### src/rtl/alu_txn_master.sv
// Transaction initiator for the 3-phase 4-bit ALU: issues operands on the IDLE
// phase, captures the ALU outputs one frame later, checks them and queues tagged responses.
module alu_txn_master #(
  parameter int unsigned DEPTH = 4,
  parameter int unsigned TAG_W = 4,
  parameter int unsigned CNT_W = 8
) (
  input  logic             clk,
  input  logic             rst_n,
  input  logic             req_valid,
  output logic             req_ready,
  input  logic [3:0]       req_a,
  input  logic [3:0]       req_b,
  input  logic [1:0]       req_op,
  input  logic [TAG_W-1:0] req_tag,
  output logic [3:0]       alu_a,
  output logic [3:0]       alu_b,
  output logic [1:0]       alu_op,
  input  logic [3:0]       alu_result,
  input  logic             alu_carry,
  input  logic             alu_zero,
  input  logic             alu_overflow,
  output logic             rsp_valid,
  input  logic             rsp_ready,
  output logic [3:0]       rsp_result,
  output logic [2:0]       rsp_flags,
  output logic [TAG_W-1:0] rsp_tag,
  output logic             rsp_mismatch,
  output logic [CNT_W-1:0] mismatch_cnt,
  output logic             mismatch_sticky,
  output logic [1:0]       phase
);

  localparam int unsigned PTR_W  = (DEPTH > 1) ? $clog2(DEPTH) : 1;
  localparam int unsigned CNT_FW = $clog2(DEPTH + 1);

  typedef enum logic [1:0] {
    PH_IDLE = 2'd0,
    PH_EXEC = 2'd1,
    PH_WB   = 2'd2,
    PH_BAD  = 2'd3
  } phase_e;

  typedef struct packed {
    logic [3:0]       result;
    logic [2:0]       flags;
    logic [TAG_W-1:0] tag;
    logic             mismatch;
  } rsp_t;

  // Reference behaviour of the ALU: {result, carry, zero, overflow}.
  function automatic logic [6:0] golden(input logic [3:0] a, input logic [3:0] b,
                                        input logic [1:0] op);
    logic [4:0] w;
    logic       v;
    w = '0;
    v = 1'b0;
    case (op)
      2'b00: begin
        w = {1'b0, a} + {1'b0, b};
        v = (a[3] == b[3]) && (a[3] != w[3]);
      end
      2'b01: begin
        w = {1'b0, a} - {1'b0, b};
        v = (a[3] != b[3]) && (a[3] != w[3]);
      end
      2'b10:   w = {1'b0, a & b};
      default: w = {1'b0, a | b};
    endcase
    return {w[3:0], w[4], (w[3:0] == 4'd0), v};
  endfunction

  // ---------------------------------------------------------------------------
  // Phase tracker, locked to the ALU frame by the shared reset release
  // ---------------------------------------------------------------------------
  phase_e phase_q, phase_d;
  logic   in_idle;

  // NOTE: sequential state uses non-blocking assignments so every register
  // samples pre-edge values regardless of process evaluation order.
  always_ff @(posedge clk or negedge rst_n) begin
    if (!rst_n) phase_q <= PH_IDLE;
    else        phase_q <= phase_d;
  end

  // NOTE: every combinational output gets a default first, so no path can
  // leave it unassigned and infer a latch.
  always_comb begin
    phase_d = PH_IDLE;
    case (phase_q)
      PH_IDLE: phase_d = PH_EXEC;
      PH_EXEC: phase_d = PH_WB;
      default: phase_d = PH_IDLE;
    endcase
  end

  always_comb begin
    in_idle = (phase_q == PH_IDLE);
    phase   = phase_q;
  end

  // ---------------------------------------------------------------------------
  // Request side: operand registers, tag and golden expectation
  // ---------------------------------------------------------------------------
  logic [3:0]       alu_a_q, alu_a_d;
  logic [3:0]       alu_b_q, alu_b_d;
  logic [1:0]       alu_op_q, alu_op_d;
  logic [TAG_W-1:0] tag_q, tag_d;
  logic [6:0]       exp_q, exp_d;
  logic             inflight_q, inflight_d;

  logic [CNT_FW-1:0] count_q, count_d;
  logic [CNT_FW:0]   occupancy;
  logic              accept, capture, push, pop;

  // The in-flight slot is reserved so its capture always finds room.
  always_comb begin
    occupancy = {1'b0, count_q} + {{CNT_FW{1'b0}}, inflight_q};
    req_ready = rst_n && in_idle && (occupancy < (CNT_FW + 1)'(DEPTH));
    accept    = req_valid && req_ready;
    capture   = in_idle && inflight_q;
  end

  always_comb begin
    alu_a_d    = alu_a_q;
    alu_b_d    = alu_b_q;
    alu_op_d   = alu_op_q;
    tag_d      = tag_q;
    exp_d      = exp_q;
    inflight_d = inflight_q;
    if (capture) inflight_d = 1'b0;
    if (accept) begin
      alu_a_d    = req_a;
      alu_b_d    = req_b;
      alu_op_d   = req_op;
      tag_d      = req_tag;
      exp_d      = golden(req_a, req_b, req_op);
      inflight_d = 1'b1;
    end
  end

  always_ff @(posedge clk or negedge rst_n) begin
    if (!rst_n) begin
      alu_a_q    <= '0;
      alu_b_q    <= '0;
      alu_op_q   <= '0;
      tag_q      <= '0;
      exp_q      <= '0;
      inflight_q <= 1'b0;
    end else begin
      alu_a_q    <= alu_a_d;
      alu_b_q    <= alu_b_d;
      alu_op_q   <= alu_op_d;
      tag_q      <= tag_d;
      exp_q      <= exp_d;
      inflight_q <= inflight_d;
    end
  end

  assign alu_a  = alu_a_q;
  assign alu_b  = alu_b_q;
  assign alu_op = alu_op_q;

  // ---------------------------------------------------------------------------
  // Capture and comparison
  // ---------------------------------------------------------------------------
  logic [6:0]       observed;
  logic             cap_mismatch;
  rsp_t             cap_entry;
  logic [CNT_W-1:0] mm_cnt_q, mm_cnt_d;
  logic             sticky_q, sticky_d;

  always_comb begin
    observed     = {alu_result, alu_carry, alu_zero, alu_overflow};
    cap_mismatch = (observed != exp_q);
    cap_entry    = '{result:   alu_result,
                     flags:    {alu_carry, alu_zero, alu_overflow},
                     tag:      tag_q,
                     mismatch: cap_mismatch};
  end

  always_comb begin
    mm_cnt_d = mm_cnt_q;
    sticky_d = sticky_q;
    if (capture && cap_mismatch) begin
      sticky_d = 1'b1;
      if (mm_cnt_q != '1) mm_cnt_d = mm_cnt_q + CNT_W'(1);
    end
  end

  always_ff @(posedge clk or negedge rst_n) begin
    if (!rst_n) begin
      mm_cnt_q <= '0;
      sticky_q <= 1'b0;
    end else begin
      mm_cnt_q <= mm_cnt_d;
      sticky_q <= sticky_d;
    end
  end

  assign mismatch_cnt    = mm_cnt_q;
  assign mismatch_sticky = sticky_q;

  // ---------------------------------------------------------------------------
  // Response FIFO
  // ---------------------------------------------------------------------------
  rsp_t             mem_q [DEPTH];
  rsp_t             head;
  logic [PTR_W-1:0] wr_ptr_q, wr_ptr_d;
  logic [PTR_W-1:0] rd_ptr_q, rd_ptr_d;

  always_comb begin
    rsp_valid = (count_q != '0);
    push      = capture;
    pop       = rsp_valid && rsp_ready;
    wr_ptr_d  = push ? wr_ptr_q + PTR_W'(1) : wr_ptr_q;
    rd_ptr_d  = pop  ? rd_ptr_q + PTR_W'(1) : rd_ptr_q;
    count_d   = count_q;
    case ({push, pop})
      2'b10:   count_d = count_q + CNT_FW'(1);
      2'b01:   count_d = count_q - CNT_FW'(1);
      default: count_d = count_q;
    endcase
  end

  always_ff @(posedge clk or negedge rst_n) begin
    if (!rst_n) begin
      wr_ptr_q <= '0;
      rd_ptr_q <= '0;
      count_q  <= '0;
    end else begin
      wr_ptr_q <= wr_ptr_d;
      rd_ptr_q <= rd_ptr_d;
      count_q  <= count_d;
    end
  end

  // NOTE: storage is deliberately not reset; an empty FIFO masks its outputs
  // to zero, so stale entries are never visible.
  always_ff @(posedge clk) begin
    if (push) mem_q[wr_ptr_q] <= cap_entry;
  end

  always_comb begin
    head         = rsp_valid ? mem_q[rd_ptr_q] : '0;
    rsp_result   = head.result;
    rsp_flags    = head.flags;
    rsp_tag      = head.tag;
    rsp_mismatch = head.mismatch;
  end

endmodule

### config.mk
export PLATFORM = sky130hd
export DESIGN_NAME = alu_txn_master
export DESIGN_NICKNAME = d
export VERILOG_FILES = /design/src/rtl/alu_txn_master.sv
export SDC_FILE = /design/constraint.sdc
export NUM_CORES = 1
export LEC_CHECK = 0
export ABC_AREA = 1
export CAP_MARGIN = 0
export CORE_MARGIN = 8
export CORE_UTILIZATION = 25
export CTS_BUF_LIST = sky130_fd_sc_hd__clkbuf_2
export DETAILED_ROUTE_END_ITERATION = 8
export GPL_TIMING_DRIVEN = 0
export PLACE_DENSITY = 0.41
export SLEW_MARGIN = 10
export SYNTH_ARGS = -nofsm -noshare
export SYNTH_HDL_FRONTEND = slang
export SYNTH_SLANG_ARGS = --single-unit
### constraint.sdc
create_clock -name clk -period 2.57 [get_ports clk]
set_clock_uncertainty 0.1 [all_clocks]
set_input_delay 0.3855 -clock clk [delete_from_list [all_inputs] [get_ports clk]]
set_output_delay 0.3855 -clock clk [all_outputs]
set_load 0.05 [all_outputs]
======== After elaboration in Yosys (flattened, before gate mapping) ========
Memory sizes are Yosys's and may differ from the RTL's.
Cells that the tools add are included.
operators by class
  $add $sub $neg .......................... 8
  magnitude comparators ................... 1
  eq/ne operators ......................... 11
  multiplexer cells ....................... 10
  bitwise operators ....................... 2
  reduce and logical (&&, ||, !) cells .... 15
operator list
  operator               number
  $pmux W5 S3            1
  $mux W12               1
  $add A8 B1 Y8 const B  1
  $logic_and A1 B1 Y1    8
  $ne A8 B8 Y1 const B   1
  $ne A7 B7 Y1           1
  $eq A2 B1 Y1 const B   3
  $pmux W3 S2            1
  $add A4 B4 Y5          1
  $mux W5                1
  $sub A4 B4 Y5          1
  $add A2 B1 Y2 const B  2
  $add A3 B1 Y4          1
  $and A4 B4 Y4          1
  $eq A2 B2 Y1 const B   2
  $logic_not A2 Y1       2
  $logic_not A4 Y1       1
  $lt A4 B3 Y1 const B   1
  $mux W1                4
  $or A4 B4 Y4           1
  $pmux W2 S2            1
  $reduce_bool A2 Y1     2
  $add A3 B1 Y3 const B  1
  $ne A1 B1 Y1           3
  other kinds (5)        5
storage, ports and cells
  flip-flop bits (word level) ............. 40
  memory bits (writable) .................. 48
  input port bits ......................... 25
  word-level logic and storage cells ...... 60
  memories kept ........................... 1
memory list
  name   depth  width  rd ports  clocked after Yosys merged registers in  write ports  line  source
  mem_q  4      12     1         0                                        1            207   rsp_t mem_q [DEPTH];

======== Depth between registers and ports, before layout ========
  word-level depth ........................ 6
  gate-level depth with buffers ........... 12
  mapped depth without buffers ............ 12

======== Worst setup path before layout ========
Ideal clock, no wire load.
  kind .................................... register to register
  start point ............................. reg phase_q[0] (netlist: phase[0])
  end point ............................... reg count_q[2]
  setup time .............................. 0.131 ns
  data arrival time ....................... 1.983 ns
  required time ........................... 2.339 ns
  setup slack ............................. 0.356 ns
  stages on the path, launching flop included .. 10
  period minus slack after synthesis ...... 2.214 ns
  cell sequence ........................... dfrtp_1 or2_4 nor2_8 inv_1 ha_1 inv_1 fa_1 a21oi_1 o21ai_0 xor2_1
between the ends
  longest elaborated chain between the ends .. 4
ends and longest elaborated chain
  element                                            line  source
  from (decl)                                        76    phase_e phase_q, phase_d;
  from (signal assigned)                             83    else phase_q <= phase_d;
  $logic_not A2 Y1 *                                 98    in_idle = (phase_q == PH_IDLE);
  $logic_and A1 B1 Y1 *                              121   capture = in_idle && inflight_q;
  $eq A2 B1 Y1 or $eq A2 B2 Y1 (tied branches)       219   case ({push, pop})
  $pmux W3 S2 or $reduce_bool A2 Y1 (tied branches)  n/a
  to (signal assigned)                               234   count_q <= count_d;
  to (decl)                                          112   logic [CNT_FW-1:0] count_q, count_d;
Every way passes the cells marked *; elsewhere a longest branch is shown, timed or not.
A chain may end at the register's enable or synchronous reset.

======== Worst setup path after layout ========
  start point ............................. reg count_q[0]
  end point ............................... out rsp_valid
between the ends
  longest elaborated chain between the ends .. 1
ends and longest elaborated chain
  element             line  source
  $reduce_bool A3 Y1  213   rsp_valid = (count_q != '0);
  to (decl)           23    output logic rsp_valid,
Every way passes these cells.

==> impl_metrics.csv <==
group,metric,value,unit
synthesis,yosysTopAreaCell,"edfxtp_1",
floorplanning,fp-row-count,47,
worst_setup_path,r2r_slack,0.23,ns
clocking,tritoncts,"yes",
final_layout,nFillCells,1717,
worst_setup_path,path_class,"reg2out",
floorplanning,dieArea,21480,um2
final_layout,layout_common_cells,"nor2_1, nand2_1, edfxtp_1",
detailed_routing,antenna_left,0,
synthesis,synth_area_leaders,"edfxtp_1, dfrtp_1, nor2_1",
final_layout,instances_no_fill,739,
synthesis,synthXorXnorAreaFrac,3.494,%
synthesis,synth.yosys.seq_area_share,57.31,%
grt,antenna_found_initial,1,
min_path,holdCritPathClass,"in2reg",
detailed_routing,num_vias,3108,
synthesis,synth_warnings,0,
power,clkPwrFrac,12.6,%
synthesis,syn-num-nets,482,
min_path,min-delay-start,"req_tag[3]",
worst_setup_path,crit_arrival,1.95,ns
synthesis,synth_simple_gate_area_share,18.44,%
grt,grt_pass1_vias,3244,
synthesis,synthArstFlopShare,45.45,%
synthesis,avgSynthCellArea,9.774,um2
floorplanning,die_h,146.6,um
run,cap_violations,0,
final_layout,drive_gt1_share,12.55,%
worst_setup_path,startpoint,"count_q[0]",
worst_setup_path,worstReg2RegStart,"phase[0]",
detailed_routing,wire_per_inst,14.71,um
clocking,cts-root-buf,"clkbuf_2",
run_status,status,"finished clean",
detailed_routing,wl,10.87,mm
floorplanning,ioPinCount,60,
power,power_frac_comb,50.2,%
placed_design,dpl_cell_area,5127,um2
synthesis,synth.area.mux_share,0,%
power,netSwitchingFraction,46.90,%
synthesis,synth_seq_cells,88,
clocking,clock_path_buffers,2,
power,seqPwrFrac,37.2,%
grt,grt_overflow,0,
worst_setup_path,startpoint_type,"register",
sta,worst-slew-pin-transition,1.014,ns
detailed_routing,drc,0,
detailed_routing,drtIter0Drc,161,
detailed_routing,vias_per_cell,4.206,
power,max-vdd-ir-drop,514.4,uV
synthesis,synth_adder_area_share,6.694,%
sta,maxSlewViolCount,0,
power,p_sw,2.673,mW
power,cellPowerDensity,1066,nW/um2
grt,grt_max_degree,32,
clocking,clk_latency,0.57,ns
synthesis,ys.flop_type,"edfxtp_1",
worst_setup_path,path_max_fanout,4,
sta,fin_hold_ws,0.2060,ns
sta,slew_headroom,32.13,%
final_layout,final_cell_area,5348,um2
final_layout,finalNetCount,559,
worst_setup_path,worstPathRequired,2.08,ns
grt,grt_pass1_wl,17.52,mm
floorplanning,start_util,25.61,%
sta,setup_ws,0.1377,ns
placed_design,gp_congestion,0.7642,
synthesis,ys_types,30,
synthesis,synth_compound_area_share,8.133,%
synthesis,synth_top_family_by_area,"simple AND/OR/NAND/NOR gates",
clocking,numCtsBuffers,9,
sta,final-hold-violation-count,0,
clocking,cts_max_level,3,
placed_design,hpwlAfterDp,7.656,mm
worst_setup_path,endpoint_kind,"output pin",
placed_design,portBuffers,57,
sta,fmax,411.1,MHz
placed_design,placed_cells,714,
clocking,clkTransAtPathRegs,0.25,ns
sta,fin_crit_sh,94.64,%
final_layout,regArea,2442,um2
floorplanning,core,16640,um2
synthesis,yosysTopAreaCellShare,33.82,%
clocking,cts.sinks,88,
sta,setup_viol,0,
floorplanning,die_w,146.6,um
synthesis,synth_edf_count,48,
final_layout,syn_to_final_growth,25.48,%
power,internal_power,3.026,mW
power,p_leak,2.220,nW
detailed_routing,drt_pre_antenna_iters,6,
synthesis,mappedNetlistArea,4262,um2
placed_design,dp_slack,-0.5558,ns
final_layout,multi_input_comb_area,1585,um2
synthesis,syn-instance-count,436,
grt,track_usage,10.48,%
sta,fin_crit,2.432,ns
flip-flops by register name, indices dropped and copies added (netlist names), 3 cells and up:
name and cells:
alu_a 4, alu_b 4, mem_q 48, mismatch_cnt 8, tag_q 4, exp_q 7
count_q 3
routing by layer:
layer  up-vias  part of all wire [%]  track usage [%]
li1       1570                     -                -
met1      1460                    47            12.78
met2        62                    45            16.69
met3        16                   4.1            2.627
met4         0                   2.9            5.770
met5         -                     0                0
through the flow:
step	TNS (ns)	power, mW	utilization (%)
finish	0	5.699	32.13
global placement	-42.88	4.984	30.69
CTS	-0.05150	5.738	31.96
global route	-0.002332	6.090	32.13
detailed placement	-5.705	5.005	30.81
floorplan	0	4.010	-
logic make-up (layout without fill, tap and decap cells):
kind of cell,after synthesis,count (layout)
compound gates,68,68
fa+ha+maj,21,21
buf+inv,61,143
flops,88,88
other cells,0,1
xor+xnor,17,17
simple gates,181,181
layout make-up:
| cell class | instances | share of cell area, % |
|---|---|---|
| clock inverter | 7 | 1.170 |
| clock buffer | 9 | 0.8423 |
| sequential | 88 | 45.67 |
| timing repair buffer | 66 | 11.56 |
| antenna | 1 | 0.04679 |
| tap | 220 | 5.147 |
| buffer | 14 | 2.574 |
| inverter | 47 | 3.346 |
| multi-input combinational | 287 | 29.64 |
worst max-delay path: stages (launching register included):
cell,delay [ns]
dfrtp_1,0.50
nor3_4,0.22
buf_4,0.18
inv_1,0.05
dlygate4sd2_1,0.42
synth_stat cells, types with 5 or more instances:
master     n
a21oi_1   16
nand2_1   73
o21ai_0   39
o21ai_1    9
xnor2_1    9
edfxtp_1  48
buf_2      7
clkbuf_1   5
ha_1      18
nor2_1    76
xor2_1     8
nor3_1     5
inv_1     45
nand3_1   11
dfrtp_1   40
repair_timing:
item,in CTS,in global routing
pin swaps,2,2
setup buffers,2,1
setup endpoints to repair,16,21
gates resized for setup,85,12
hold buffers,5,0
hold endpoints to repair,42,0
power groups by stage:
stage	Sequential (mW)	Clock [mW]	Combinational (mW)
final	2.12	0.718	2.86
after global routing	2.18	0.808	3.10
after CTS	2.13	0.747	2.86
after detailed placement	2.15	0	2.86
after global placement	2.14	0	2.84
after floorplan	2.46	0	1.55
final timing paths:
path / depth (start not counted) / endpoint
worst max-delay path: 4 / rsp_valid
worst min-delay path: 3 / tag_q[3]
worst max register to register: 4 / mem_q[0][4]
worst min register to register: 1 / phase[1]
max in group asynchronous: 2 / mismatch_cnt[2]
min in group asynchronous: 2 / wr_ptr_q[1]
(Power assumes the default switching activity.)
